**config.mk**
```make
export PLATFORM = sky130hd
export DESIGN_NAME = vga_timing_gen_flat
export DESIGN_NICKNAME = d
export VERILOG_FILES = /design/src/rtl/vga_timing_pkg.sv /design/src/rtl/vga_timing_if.sv /design/src/rtl/pixel_ce_div.sv /design/src/rtl/vga_timing_gen.sv /design/src/flat_wrapper.sv
export SDC_FILE = /design/constraint.sdc
export NUM_CORES = 1
export LEC_CHECK = 0
export CORE_UTILIZATION = 25
export DETAILED_ROUTE_END_ITERATION = 10
export SYNTH_ARGS = -nofsm -noshare
export SYNTH_HDL_FRONTEND = slang
export SYNTH_SLANG_ARGS = --single-unit
```
**constraint.sdc**
```tcl
create_clock -name clk -period 5.25 [get_ports clk]
set_clock_uncertainty 0.15 [all_clocks]
set_input_delay 1.05 -clock clk [delete_from_list [all_inputs] [get_ports clk]]
set_output_delay 1.05 -clock clk [all_outputs]
set_load 0.1 [all_outputs]
```
**src/rtl/vga_timing_pkg.sv**
```systemverilog
// vga_timing_pkg: 640x480@60 default raster constants and counter-width helper
package vga_timing_pkg;

    localparam int H_ACTIVE_DEF = 640;
    localparam int H_FP_DEF     = 16;
    localparam int H_SYNC_DEF   = 96;
    localparam int H_BP_DEF     = 48;
    localparam int V_ACTIVE_DEF = 480;
    localparam int V_FP_DEF     = 10;
    localparam int V_SYNC_DEF   = 2;
    localparam int V_BP_DEF     = 33;

    localparam int H_TOTAL_DEF = H_ACTIVE_DEF + H_FP_DEF + H_SYNC_DEF + H_BP_DEF;
    localparam int V_TOTAL_DEF = V_ACTIVE_DEF + V_FP_DEF + V_SYNC_DEF + V_BP_DEF;

    localparam int H_SYNC_START_DEF = H_ACTIVE_DEF + H_FP_DEF;
    localparam int H_SYNC_END_DEF   = H_SYNC_START_DEF + H_SYNC_DEF - 1;
    localparam int V_SYNC_START_DEF = V_ACTIVE_DEF + V_FP_DEF;
    localparam int V_SYNC_END_DEF   = V_SYNC_START_DEF + V_SYNC_DEF - 1;

    function automatic int cnt_width(int n);
        return (n > 1) ? $clog2(n) : 1;
    endfunction

endpackage

```
**src/rtl/vga_timing_if.sv**
```systemverilog
// vga_timing_if: raster timing bundle from the timing generator to the pixel drawer
interface vga_timing_if;

    logic        pix_ce;
    logic [9:0]  CounterX;
    logic [9:0]  CounterY;
    logic        inDisplayArea;
    logic        vga_h_sync;
    logic        vga_v_sync;
    logic        line_start;
    logic        frame_start;
    logic [15:0] frame_count;

    modport master (
        output pix_ce, CounterX, CounterY, inDisplayArea, vga_h_sync, vga_v_sync,
               line_start, frame_start, frame_count
    );

    modport slave (
        input pix_ce, CounterX, CounterY, inDisplayArea, vga_h_sync, vga_v_sync,
              line_start, frame_start, frame_count
    );

endinterface

```
**src/rtl/pixel_ce_div.sv**
```systemverilog
// pixel_ce_div: registered one-clk enable pulse every PIX_DIV clocks
module pixel_ce_div
    import vga_timing_pkg::*;
#(
    parameter int PIX_DIV = 2
) (
    input  logic clk,
    input  logic reset,
    output logic ce
);

    localparam int W = cnt_width(PIX_DIV);
    localparam logic [W-1:0] LAST = W'(PIX_DIV - 1);

    if (PIX_DIV < 1) begin : g_bad_div
        $error("pixel_ce_div: PIX_DIV must be >= 1");
    end

    logic [W-1:0] div_cnt;
    logic [W-1:0] div_nxt;

    assign div_nxt = (div_cnt == LAST) ? '0 : div_cnt + 1'b1;

    // ce is registered so it is high exactly while div_cnt sits at LAST
    always_ff @(posedge clk) begin
        if (reset) begin
            div_cnt <= '0;
            ce      <= 1'b0;
        end else begin
            div_cnt <= div_nxt;
            ce      <= div_nxt == LAST;
        end
    end

endmodule

```
**src/rtl/vga_timing_gen.sv**
```systemverilog
// vga_timing_gen: pixel enable, raster counters, display flag, syncs and line/frame strobes
module vga_timing_gen
    import vga_timing_pkg::*;
#(
    parameter int H_ACTIVE   = H_ACTIVE_DEF,
    parameter int H_FP       = H_FP_DEF,
    parameter int H_SYNC     = H_SYNC_DEF,
    parameter int H_BP       = H_BP_DEF,
    parameter int V_ACTIVE   = V_ACTIVE_DEF,
    parameter int V_FP       = V_FP_DEF,
    parameter int V_SYNC     = V_SYNC_DEF,
    parameter int V_BP       = V_BP_DEF,
    parameter bit H_SYNC_POL = 1'b0,
    parameter bit V_SYNC_POL = 1'b0,
    parameter int PIX_DIV    = 2
) (
    input logic          clk,
    input logic          reset,
    vga_timing_if.master vga
);

    localparam int H_TOTAL = H_ACTIVE + H_FP + H_SYNC + H_BP;
    localparam int V_TOTAL = V_ACTIVE + V_FP + V_SYNC + V_BP;

    if (H_TOTAL > 1024 || V_TOTAL > 1024) begin : g_bad_timing
        $error("vga_timing_gen: H_TOTAL and V_TOTAL must not exceed 1024");
    end

    localparam logic [9:0] X_LAST = 10'(H_TOTAL - 1);
    localparam logic [9:0] Y_LAST = 10'(V_TOTAL - 1);
    localparam logic [9:0] X_ACT  = 10'(H_ACTIVE);
    localparam logic [9:0] Y_ACT  = 10'(V_ACTIVE);
    localparam logic [9:0] HS_BEG = 10'(H_ACTIVE + H_FP);
    localparam logic [9:0] HS_END = 10'(H_ACTIVE + H_FP + H_SYNC - 1);
    localparam logic [9:0] VS_BEG = 10'(V_ACTIVE + V_FP);
    localparam logic [9:0] VS_END = 10'(V_ACTIVE + V_FP + V_SYNC - 1);

    pixel_ce_div #(.PIX_DIV(PIX_DIV)) u_div (
        .clk   (clk),
        .reset (reset),
        .ce    (vga.pix_ce)
    );

    logic       adv;
    logic       x_wrap;
    logic       y_wrap;
    logic       ls_nxt;
    logic       fs_nxt;
    logic [9:0] x_nxt;
    logic [9:0] y_nxt;

    // with no division every non-reset clk is a pixel, including the first one after reset
    always_comb begin
        adv    = (PIX_DIV == 1) || vga.pix_ce;
        x_wrap = vga.CounterX == X_LAST;
        y_wrap = vga.CounterY == Y_LAST;
        ls_nxt = adv && x_wrap;
        fs_nxt = ls_nxt && y_wrap;
        x_nxt  = adv ? (x_wrap ? '0 : vga.CounterX + 10'd1) : vga.CounterX;
        y_nxt  = ls_nxt ? (y_wrap ? '0 : vga.CounterY + 10'd1) : vga.CounterY;
    end

    // decode from next-state counters so flags line up with the counters they describe
    always_ff @(posedge clk) begin
        if (reset) begin
            vga.CounterX      <= X_LAST;
            vga.CounterY      <= Y_LAST;
            vga.inDisplayArea <= 1'b0;
            vga.vga_h_sync    <= ~H_SYNC_POL;
            vga.vga_v_sync    <= ~V_SYNC_POL;
            vga.line_start    <= 1'b0;
            vga.frame_start   <= 1'b0;
            vga.frame_count   <= '0;
        end else begin
            vga.CounterX      <= x_nxt;
            vga.CounterY      <= y_nxt;
            vga.inDisplayArea <= x_nxt < X_ACT && y_nxt < Y_ACT;
            vga.vga_h_sync    <= (x_nxt >= HS_BEG && x_nxt <= HS_END) ? H_SYNC_POL : ~H_SYNC_POL;
            vga.vga_v_sync    <= (y_nxt >= VS_BEG && y_nxt <= VS_END) ? V_SYNC_POL : ~V_SYNC_POL;
            vga.line_start    <= ls_nxt;
            vga.frame_start   <= fs_nxt;
            vga.frame_count   <= vga.frame_count + 16'(fs_nxt);
        end
    end

endmodule

```
**src/flat_wrapper.sv**
```systemverilog
// flat-port wrapper written by rule: the top's interface ports become plain ports
module vga_timing_gen_flat import vga_timing_pkg::*;
#(
    parameter int H_ACTIVE   = H_ACTIVE_DEF,
    parameter int H_FP       = H_FP_DEF,
    parameter int H_SYNC     = H_SYNC_DEF,
    parameter int H_BP       = H_BP_DEF,
    parameter int V_ACTIVE   = V_ACTIVE_DEF,
    parameter int V_FP       = V_FP_DEF,
    parameter int V_SYNC     = V_SYNC_DEF,
    parameter int V_BP       = V_BP_DEF,
    parameter bit H_SYNC_POL = 1'b0,
    parameter bit V_SYNC_POL = 1'b0,
    parameter int PIX_DIV    = 2
)
  (clk, reset, vga_pix_ce, vga_CounterX, vga_CounterY, vga_inDisplayArea, vga_vga_h_sync, vga_vga_v_sync, vga_line_start, vga_frame_start, vga_frame_count);
  vga_timing_if vga_i ();
  input logic clk;
  input logic reset;
  output wire logic [$bits(vga_i.pix_ce)-1:0] vga_pix_ce;
  output wire logic [$bits(vga_i.CounterX)-1:0] vga_CounterX;
  output wire logic [$bits(vga_i.CounterY)-1:0] vga_CounterY;
  output wire logic [$bits(vga_i.inDisplayArea)-1:0] vga_inDisplayArea;
  output wire logic [$bits(vga_i.vga_h_sync)-1:0] vga_vga_h_sync;
  output wire logic [$bits(vga_i.vga_v_sync)-1:0] vga_vga_v_sync;
  output wire logic [$bits(vga_i.line_start)-1:0] vga_line_start;
  output wire logic [$bits(vga_i.frame_start)-1:0] vga_frame_start;
  output wire logic [$bits(vga_i.frame_count)-1:0] vga_frame_count;
  assign vga_pix_ce = vga_i.pix_ce;
  assign vga_CounterX = vga_i.CounterX;
  assign vga_CounterY = vga_i.CounterY;
  assign vga_inDisplayArea = vga_i.inDisplayArea;
  assign vga_vga_h_sync = vga_i.vga_h_sync;
  assign vga_vga_v_sync = vga_i.vga_v_sync;
  assign vga_line_start = vga_i.line_start;
  assign vga_frame_start = vga_i.frame_start;
  assign vga_frame_count = vga_i.frame_count;
  vga_timing_gen #(.H_ACTIVE(H_ACTIVE), .H_FP(H_FP), .H_SYNC(H_SYNC), .H_BP(H_BP), .V_ACTIVE(V_ACTIVE), .V_FP(V_FP), .V_SYNC(V_SYNC), .V_BP(V_BP), .H_SYNC_POL(H_SYNC_POL), .V_SYNC_POL(V_SYNC_POL), .PIX_DIV(PIX_DIV)) u_core (.clk(clk), .reset(reset), .vga(vga_i));
endmodule
```
==> summary.md, run 1 <==
| Metric | Value |
|---|---|
| Final period demand of the worst path | 3470 ps |
| Number of standard cells after synthesis | 238 |
| Max-capacitance violation count | 0 |
| Slew of the pin with the lowest slew margin | 984 ps |
| Ports placed on the boundary | 44 |
| HPWL after DPL | 3450 um |
| Buffer levels on the longest clock path | 2 |
| Global-route congestion overflow total | 0 |
| Number of setup buffers added after CTS | 0 |
| Post-detailed-route wirelength per cell | 12.9 um |
| ANT cells | 0 |
| Syn avg cell area | 8.67 sq um |
| WP data arrival | 3560 ps |
| Slew Limit Fails | 0 |
| Root Buffer Master | clkbuf_8 |
| Via count of the first global-routing pass | 1777 |
| Number of buffers inserted for hold repair after clock tree synthesis | 0 |
| Type of the most critical hold path | register to register |
| Post-route worst setup slack | 1780 ps |
| Number of nets in the layout | 286 |
| Yosys cell types | 49 |
| Quantity of gates resized following cts | 0 |
| Die X-Extent | 92.8 um |
| DR pass1 iterations | 4 |
| Global-route wire length before repair | 8380 um |
| Max frequency | 288 MHz |
| Leading cell type in the layout, fill and taps excluded | clkdlybuf4s50_1 |
| Routability cong. | 0.822 |
| Final setup vio count | 0 |
| Starting Density | 26.3% |
| Async set-or-reset flop fraction in the synthesized netlist | 0% |
| Portion of total power attributed to combinational logic | 29.8% |
| Commonest non-fill, non-tap cells in the layout | clkdlybuf4s50_1, dfxtp_1, nor2_1 |
| Normalized max-slew margin | 34.2% |
| Number of clock sinks seen by CTS | 42 |
| Number of hold violations in the final report | 0 |
| Leakage power of the design | 0.972 nW |
| Crit path launch type | register |
| Clock share of power | 26.8% |
| Pre-CTS WS | 1840 ps |
| Run status | finished, final reports clean |
| Final period utilization | 66.1% |
| Number of enable flip-flop cells after synthesis | 0 |
| Area of the mapped netlist | 2060 sq um |
| Proportion of synthesized chip area in sequential cells | 40.8% |
| Via density | 4.86 |
| Critical Path Sink Type | register |
| Share of final-layout standard cells stronger than drive strength 1 | 7.86% |
| Largest voltage drop on the vdd net | 0.128 mV |
| Total Routing Usage GR | 12.0% |
| Maximum fanout along the worst path | 14 |
| Final wirelength | 4920 um |
| Remaining DRCs | 0 |
| Startpoint-to-endpoint class of the critical path | register to register |
| First-iteration detailed-routing DRC count | 85 |
| Synthesized Nets | 245 |
| Reg power frac | 43.4% |
| Total core area | 7850 sq um |
| Number of nets still failing antenna checks after routing | 0 |
| Unrepaired setup endpoints after global routing | no |
| Layout overhead on the synthesized area | 29.8% |
| Required time reported for the critical path endpoint | 5340 ps |
| Floorplan die height | 92.8 um |
| Port Buf Inserts | 43 |
| Net switching power | 0.326 mW |
| H-tree level count | 2 |
| Yosys synthesis warning count | 0 |
| Filler instances | 852 |
| FF+latch count, synth | 42 |
| Setup_tns | 0 ps |
| Primary FF master, synth | dfxtp_1 |
| Die area | 8620 sq um |
| Proportion of total power due to net switching | 39.5% |
| Clock buffer count from CTS | 5 |
| PwrDens | 308 nW/um^2 |
| Antenna violations before repair | 0 |
| DR vias | 1857 |
| Placement Rows | 32 |
| CTS tree | done |
| Internal power consumption | 0.499 mW |
| Insertion delay of the later-clocked pin in the worst-skew pair | 300 ps |
| Clock transition at the register clock pins on the worst setup and hold paths after CTS | 90 ps |
| Largest net degree at the start of global routing | 41 |
==> final timing paths <==
path / startpoint / to / slack [ps] / depth (start not counted)
worst max-delay path: u_core.u_div.div_cnt / u_core.vga.frame_count[14] / 1780 / 9
worst min register to register: u_core.vga.frame_count[14] / u_core.vga.frame_count[14] / 370 / 2
worst min-delay path: u_core.vga.frame_count[14] / u_core.vga.frame_count[14] / 370 / 2
worst max register to register: u_core.u_div.div_cnt / u_core.vga.frame_count[14] / 1780 / 9
==> power by group through the flow <==
| stage | clock network, mW | registers (mW) | logic, mW |
|---|---|---|---|
| after floorplan | 0 | 0.465 | 0.0905 |
| after global placement | 0 | 0.365 | 0.244 |
| final | 0.221 | 0.358 | 0.245 |
| after CTS | 0.233 | 0.358 | 0.247 |
| after global routing | 0.246 | 0.362 | 0.263 |
| after detailed placement | 0 | 0.365 | 0.246 |
==> layer usage <==
metal | GRT usage [%] | share of wire [%] | wire length (um) | vias to the layer above
met3 | 2.87 | 4.9 | 243 | 4
met2 | 20.2 | 45 | 2220 | 44
met5 | 0 | 0 | 0 | -
met4 | 3.59 | 0.93 | 46 | 0
met1 | 15.1 | 49 | 2420 | 870
li1 | - | - | - | 939
==> cell usage after synthesis, types with 3 or more instances <==
cell / instances / share of area, %
a21oi_1: 13 / 3.2
a31oi_1: 3 / 0.91
and2_1: 4 / 1.2
and3_1: 6 / 1.8
and4_1: 5 / 2.1
clkbuf_1: 8 / 1.5
dfxtp_1: 42 / 41
ha_1: 5 / 3.0
inv_1: 7 / 1.3
nand2_1: 16 / 2.9
nand3_1: 13 / 3.2
nand4_1: 11 / 3.3
nor2_1: 22 / 4.0
nor2b_1: 6 / 1.8
nor3_1: 4 / 0.97
o21ai_0: 12 / 2.9
o31ai_1: 3 / 1.1
or3_1: 5 / 1.5
xnor2_1: 5 / 2.1
xor2_1: 13 / 5.5
==> per-stage QoR <==
step	std cells	area [sq um]	utilization, %	hold WS (ps)	power [mW]
after floorplan	238	2060	-	791	0.555
final	382	2680	34.1	370	0.825
after detailed placement	374	2580	32.9	364	0.612
after global placement	374	2580	32.9	350	0.609
after CTS	382	2680	34.1	378	0.837
after global routing	382	2680	34.1	407	0.870
==> final cells by class <==
type | count | area (sq um) | area share, %
Inverter | 7 | 26.3 | 0.981
Timing Repair Buffer | 45 | 445 | 16.6
Tap cell | 102 | 128 | 4.76
Clock inverter | 3 | 25.0 | 0.934
Multi-Input combinational cell | 178 | 1140 | 42.7
Sequential cell | 42 | 841 | 31.4
Clock buffer | 5 | 68.8 | 2.57
==> state kept, by name (all words and copies together) (netlist names) <==
register and flops:
u_core.vga.frame_count 16, u_core.vga.CounterX 10, u_core.vga.CounterY 10, u_core.u_div.div_cnt 1, u_core.vga.frame_start 1, u_core.vga.inDisplayArea 1
u_core.vga.line_start 1, u_core.vga.vga_h_sync 1, u_core.vga.vga_v_sync 1
==> critical path, stage by stage, from the launching register on <==
cell	delay [ps]
dfxtp_1	580
or4b_4	560
nor3_1	660
and2_1	240
ha_1	190
ha_1	200
and2_1	260
nand4_1	130
or3_1	310
a21oi_1	130
==> cell families after synthesis <==
| kind of cell | count (synthesis) | synth area share (%) |
|---|---|---|
| AOI/OAI and AO/OA | 46 | 14.6 |
| xor gates and xnor gates | 18 | 7.64 |
| adders and majority gates | 5 | 3.03 |
| buffers and inverters | 18 | 3.76 |
| DFF | 42 | 40.8 |
| muxes | 2 | 0.970 |
| and+or+nand+nor | 107 | 29.2 |
Note: power is estimated with default switching activity, not from simulation.
==> run 2: changes to the inputs <==
Clock period 5.25 ns to 3.3 ns, I/O delays scaled along.
==> run 2 against run 1 <==
Combinational power up 60%. Cell area down 2.5%. Global-route usage about the same. Setup slack worse by 1300 ps. Cell count up 0.52%. Clock power up 56%. Utilization down 0.86 points. Via count down 0.11%. Sequential power up 61%. First-iteration DRC count down 36%. Routed wire length up 0.43%. Die area unchanged. Critical path type unchanged.
==> summary.md, run 2 (synthesized netlist as in run 1, its figures left out) <==
| Metric | Value |
|---|---|
| Starting Density | 26.3% (unchanged) |
| Insertion delay of the later-clocked pin in the worst-skew pair | 300 ps (about the same) |
| Reg power frac | 43.8% (+0.4 points) |
| DR pass1 iterations | 4 (unchanged) |
| Max FFs per register | 16 (unchanged) |
| Via density | 4.83 (-0.63%) |
| Net switching power | 0.519 mW (+60%) |
| Normalized max-slew margin | 52.4% (+18 points) |
| PwrDens | 503 nW/um^2 (+63%) |
| Global-route congestion overflow total | 0 (unchanged) |
| Slew Limit Fails | 0 (unchanged) |
| Sum of internal, switching and leakage power | 1.31 mW (+59%) |
| Via count of the first global-routing pass | 1613 (-9.2%) |
| Required time reported for the critical path endpoint | 3380 ps (-1960 ps) |
| ANT cells | 0 (unchanged) |
| HPWL after DPL | 3590 um (+3.9%) |
| Filler instances | 840 (-1.4%) |
| Root Buffer Master | clkbuf_8 |
| H-tree level count | 2 (unchanged) |
| Global-route wire length before repair | 8150 um (-2.7%) |
| Internal power consumption | 0.793 mW (+59%) |
| Slew of the pin with the lowest slew margin | 712 ps (-272 ps) |
| Startpoint-to-endpoint class of the critical path | register to register |
| Critical Path Source | u_core.u_div.div_cnt |
| Floorplan die height | 92.8 um (unchanged) |
| Setup_tns | 0 ps (unchanged) |
| CP max-delay cell | or4b_4 |
| Share of final-layout standard cells stronger than drive strength 1 | 28.4% (+21 points) |
| Die area | 8620 sq um (unchanged) |
| Port Buf Inserts | 43 (unchanged) |
| Final wirelength | 4950 um (+0.43%) |
| First-iteration detailed-routing DRC count | 54 (-36%) |
| Proportion of total power due to net switching | 39.6% (+0.080 points) |
| Quantity of gates resized following cts | 0 (unchanged) |
| Critical register-to-register path startpoint | u_core.u_div.div_cnt |
| Largest net degree at the start of global routing | 24 (-41%) |
| Antenna violations before repair | 0 (unchanged) |
| CP cell instances | or4b_4 > nor3_2 > and2_1 > ha_1 > ha_1 > and2_1 > nand4_1 > or3_1 > a21oi_1 |
| Max-capacitance violation count | 0 (unchanged) |
| WP data arrival | 2860 ps (-700 ps) |
| Final period demand of the worst path | 2780 ps (-687 ps) |
| Leading cell type in the layout, fill and taps excluded | buf_4 |
| Type of the most critical hold path | register to register |
| Total Routing Usage GR | 12.0% (about the same) |
| Clock share of power | 26.2% (-0.6 points) |
| Number of buffers inserted for hold repair after clock tree synthesis | 0 (unchanged) |
| Post-detailed-route wirelength per cell | 12.9 um (about the same) |
| Buffer levels on the longest clock path | 2 (unchanged) |
| Crit path launch type | register |
| Remaining DRCs | 0 (unchanged) |
| DR vias | 1855 (-0.11%) |
| Portion of total power attributed to combinational logic | 30.0% (+0.2 points) |
| Ports placed on the boundary | 44 (unchanged) |
| Number of nets in the layout | 288 (+0.70%) |
| CTS tree | done |
| Critical Path Sink Type | register |
| Buffers plus inverters on the worst setup path | 0 (unchanged) |
| Number of hold violations in the final report | 0 (unchanged) |
| Final period utilization | 84.3% (+18 points) |
| Largest voltage drop on the vdd net | 0.160 mV (+25%) |
| Commonest non-fill, non-tap cells in the layout | buf_4, dfxtp_1, nor2_1 |
| Placement Rows | 32 (unchanged) |
| Max frequency | 359 MHz (+25%) |
| Run status | finished, final reports clean |
| Largest registers | u_core.vga.frame_count x16, u_core.vga.CounterX x10, u_core.vga.CounterY x10 |
| Leakage power of the design | 1.04 nW (+7.2%) |
| Routability cong. | 0.791 (-3.7%) |
| Layout overhead on the synthesized area | 26.6% |
| Max incr delay on CP | 540 ps (-120 ps) |
| Number of clock sinks seen by CTS | 42 (unchanged) |
| Worst hold start | u_core.vga.CounterX[0] |
| Clock transition at the register clock pins on the worst setup and hold paths after CTS | 90 ps (about the same) |
| Die X-Extent | 92.8 um (unchanged) |
| Biggest register | u_core.vga.frame_count |
| Final setup vio count | 0 (unchanged) |
| Clock buffer count from CTS | 5 (unchanged) |
| Kind of cell adding the most delay to the critical path | simple AND/OR/NAND/NOR gates |
| Number of setup buffers added after CTS | 0 (unchanged) |
| Total core area | 7850 sq um (unchanged) |
| Unrepaired setup endpoints after global routing | no |
| Maximum fanout along the worst path | 14 (unchanged) |
| Number of nets still failing antenna checks after routing | 0 (unchanged) |
[run 2: area by class of cell]
type / instances / area (sq um) / share of cell area (%)
Multi-Input combinational cell: 178 / 1160 / 44.3
Sequential cell: 42 / 856 / 32.8
Timing Repair Buffer: 47 / 355 / 13.6
Tap cell: 102 / 128 / 4.89
Clock buffer: 5 / 68.8 / 2.64
Inverter: 7 / 26.3 / 1.01
Clock inverter: 3 / 21.3 / 0.815
[run 2: routing by layer]
metal	global-route usage (%)	wire length (um)	vias to the layer above
met5	0	0	-
met4	3.85	61	0
met3	3.69	271	5
met2	17.5	2160	40
met1	16.6	2450	869
li1	-	-	941
[run 2: path summary, 6_finish.rpt]
check | to | slack (ps) | depth (start not counted)
max | u_core.vga.frame_count[14] | 520 | 9
min | u_core.vga.CounterX[0] | 340 | 1
max reg2reg | u_core.vga.frame_count[14] | 520 | 9
min reg2reg | u_core.vga.CounterX[0] | 340 | 1
[run 2: power by group through the flow]
| stage | clock network (mW) | logic [mW] | registers [mW] |
|---|---|---|---|
| 5_1_grt | 0.378 | 0.420 | 0.581 |
| 2_1_floorplan | 0 | 0.147 | 0.744 |
| 6_report | 0.344 | 0.393 | 0.575 |
| 3_5_place_dp | 0 | 0.395 | 0.587 |
| 3_3_place_gp | 0 | 0.395 | 0.585 |
| 4_1_cts | 0.359 | 0.396 | 0.575 |
[run 2: through the flow]
stage	worst slack (ps)	instance area, sq um	cells	utilization (%)	hold WS [ps]
2_1_floorplan	25.5	2090	238	-	565
3_3_place_gp	561	2520	376	32.1	326
3_5_place_dp	525	2520	376	32.1	326
4_1_cts	499	2610	384	33.3	339
5_1_grt	293	2610	384	33.3	348
6_report	518	2610	384	33.3	340
==> run 3: changes to the inputs <==
Clock period 3.3 ns to 2.71 ns, I/O delays scaled along.
==> run 3 against run 2 <==
Combinational power is 31% higher. Die area did not move. Largest cell class unchanged. Utilization up 1.7 points. Global-route usage rose by 0.63 points. First-iteration DRC count rose by 26%. Fmax rose by 11%. Cell area up 5.2%. Worst hold slack better by 7.2 ps. Total power rose by 26%. Critical path type unchanged. Register-to-register slack worse by 320 ps.
==> summary.md, run 3 (synthesized netlist as in run 1, its figures left out) <==
| Metric | Value |
|---|---|
| Run status | finished, final reports clean |
| Share of final-layout standard cells stronger than drive strength 1 | 34.4% (+6.0 points) |
| Max frequency | 398 MHz (+11%) |
| Final wirelength | 5040 um (+1.9%) |
| Global-route congestion overflow total | 0 (unchanged) |
| Largest net degree at the start of global routing | 28 (+17%) |
| Normalized max-slew margin | 63.0% (+11 points) |
| Final period demand of the worst path | 2510 ps (-269 ps) |
| WP data arrival | 2600 ps (-260 ps) |
| Antenna violations before repair | 0 (unchanged) |
| Slew of the pin with the lowest slew margin | 553 ps (-160 ps) |
| Setup_tns | 0 ps (unchanged) |
| Max FFs per register | 16 (unchanged) |
| Biggest register | u_core.vga.frame_count |
| CTS tree | done |
| Insertion delay of the later-clocked pin in the worst-skew pair | 310 ps (about the same) |
| ANT cells | 0 (unchanged) |
| Port Buf Inserts | 43 (unchanged) |
| Sum of internal, switching and leakage power | 1.66 mW (+26%) |
| Largest registers | u_core.vga.frame_count x16, u_core.vga.CounterX x10, u_core.vga.CounterY x10 |
| Via count of the first global-routing pass | 1777 (+10%) |
| Starting Density | 26.3% (unchanged) |
| First-iteration detailed-routing DRC count | 68 (+26%) |
| Routability cong. | 0.820 (+3.7%) |
| Largest voltage drop on the vdd net | 0.209 mV (+31%) |
| Maximum fanout along the worst path | 8 (-6) |
| HPWL after DPL | 3590 um (+0.20%) |
| Die X-Extent | 92.8 um (unchanged) |
| Crit path launch type | register |
| Startpoint-to-endpoint class of the critical path | register to register |
| Required time reported for the critical path endpoint | 2790 ps (-590 ps) |
| Max-capacitance violation count | 0 (unchanged) |
| Global-route wire length before repair | 8740 um (+7.3%) |
| Number of clock sinks seen by CTS | 42 (unchanged) |
| Layout overhead on the synthesized area | 33.1% |
| Die area | 8620 sq um (unchanged) |
| Commonest non-fill, non-tap cells in the layout | buf_4, nor2_1, dfxtp_1 |
| Number of nets in the layout | 294 (+2.1%) |
| Leading cell type in the layout, fill and taps excluded | buf_4 |
| Worst hold margin | 347 ps (+7.18 ps) |
| Type of the most critical hold path | register to register |
| Total core area | 7850 sq um (unchanged) |
| Floorplan die height | 92.8 um (unchanged) |
| Buffer levels on the longest clock path | 2 (unchanged) |
| Number of nets still failing antenna checks after routing | 0 (unchanged) |
| Unrepaired setup endpoints after global routing | no |
| H-tree level count | 2 (unchanged) |
| Ports placed on the boundary | 44 (unchanged) |
| Post-detailed-route wirelength per cell | 12.9 um (+0.33%) |
| Placement Rows | 32 (unchanged) |
| Number of buffers inserted for hold repair after clock tree synthesis | 0 (unchanged) |
| PwrDens | 604 nW/um^2 (+20%) |
| Clock buffer count from CTS | 5 (unchanged) |
| DR pass1 iterations | 4 (unchanged) |
| Via density | 4.83 (about the same) |
| Clock transition at the register clock pins on the worst setup and hold paths after CTS | 90 ps (about the same) |
| Remaining DRCs | 0 (unchanged) |
| Critical Path Sink Type | register |
| Pre-CTS WS | 96.5 ps (-429 ps) |
| Post-route worst setup slack | 197 ps (-321 ps) |
| DR vias | 1885 (+1.6%) |
| Final period utilization | 92.7% (+8.4 points) |
| Number of hold violations in the final report | 0 (unchanged) |
| Root Buffer Master | clkbuf_8 |
| Slew Limit Fails | 0 (unchanged) |
| Total Routing Usage GR | 12.6% (+0.63 points) |
| Final setup vio count | 0 (unchanged) |
| Leakage power of the design | 1.09 nW (+4.5%) |
==> run 3: through the flow <==
stage	cells	instance area [sq um]	utilization (%)
after CTS	387	2720	34.6
after global routing	390	2750	35.0
after floorplan	238	2170	-
after detailed placement	379	2620	33.4
after global placement	379	2620	33.4
final	390	2750	35.0
==> run 3: cell type report <==
class | count | area, sq um
Timing Repair Buffer | 53 | 400
Tap cell | 102 | 128
Fill cell | 850 | 5100
Clock buffer | 5 | 68.8
Multi-Input combinational cell | 178 | 1200
Sequential cell | 42 | 891
Clock inverter | 3 | 28.8
Inverter | 7 | 26.3
==> run 3: final timing paths <==
path | depth (start not counted) | endpoint | slack, ps | startpoint
worst max-delay path | 9 | u_core.vga.frame_count[14] | 200 | u_core.vga.CounterX[6]
worst min-delay path | 1 | u_core.vga.CounterX[0] | 350 | u_core.vga.CounterX[0]
worst max register to register | 9 | u_core.vga.frame_count[14] | 200 | u_core.vga.CounterX[6]
worst min register to register | 1 | u_core.vga.CounterX[0] | 350 | u_core.vga.CounterX[0]
==> run 3: what timing repair did <==
action	in CTS	in global routing
endpoints found under the setup margin	0	3
endpoints found under the hold margin	0	0
gates resized for setup	0	2
setup buffers	0	3
==> run 3: routing by layer <==
layer  track usage, %  routed length [um]  up-vias
met3             3.78                 247       10
met1             17.2                2510      876
met2             18.8                2190       46
li1                 -                   -      953
met5                0                   0        -
met4             4.36                  91        0
==> run 3: worst max-delay path, stage by stage (launching register included) <==
cell     delay [ps]
dfxtp_4         370
or4b_4          580
nor3_4          160
and2_4          170
ha_2            200
ha_4            140
and2_4          140
nand4_1         100
or3_1           320
a21oi_1         140
==> run 3: power by group <==
group | internal [mW] | switching, mW
clock | 0.193 | 0.253
combinational | 0.151 | 0.364
sequential | 0.651 | 0.0459
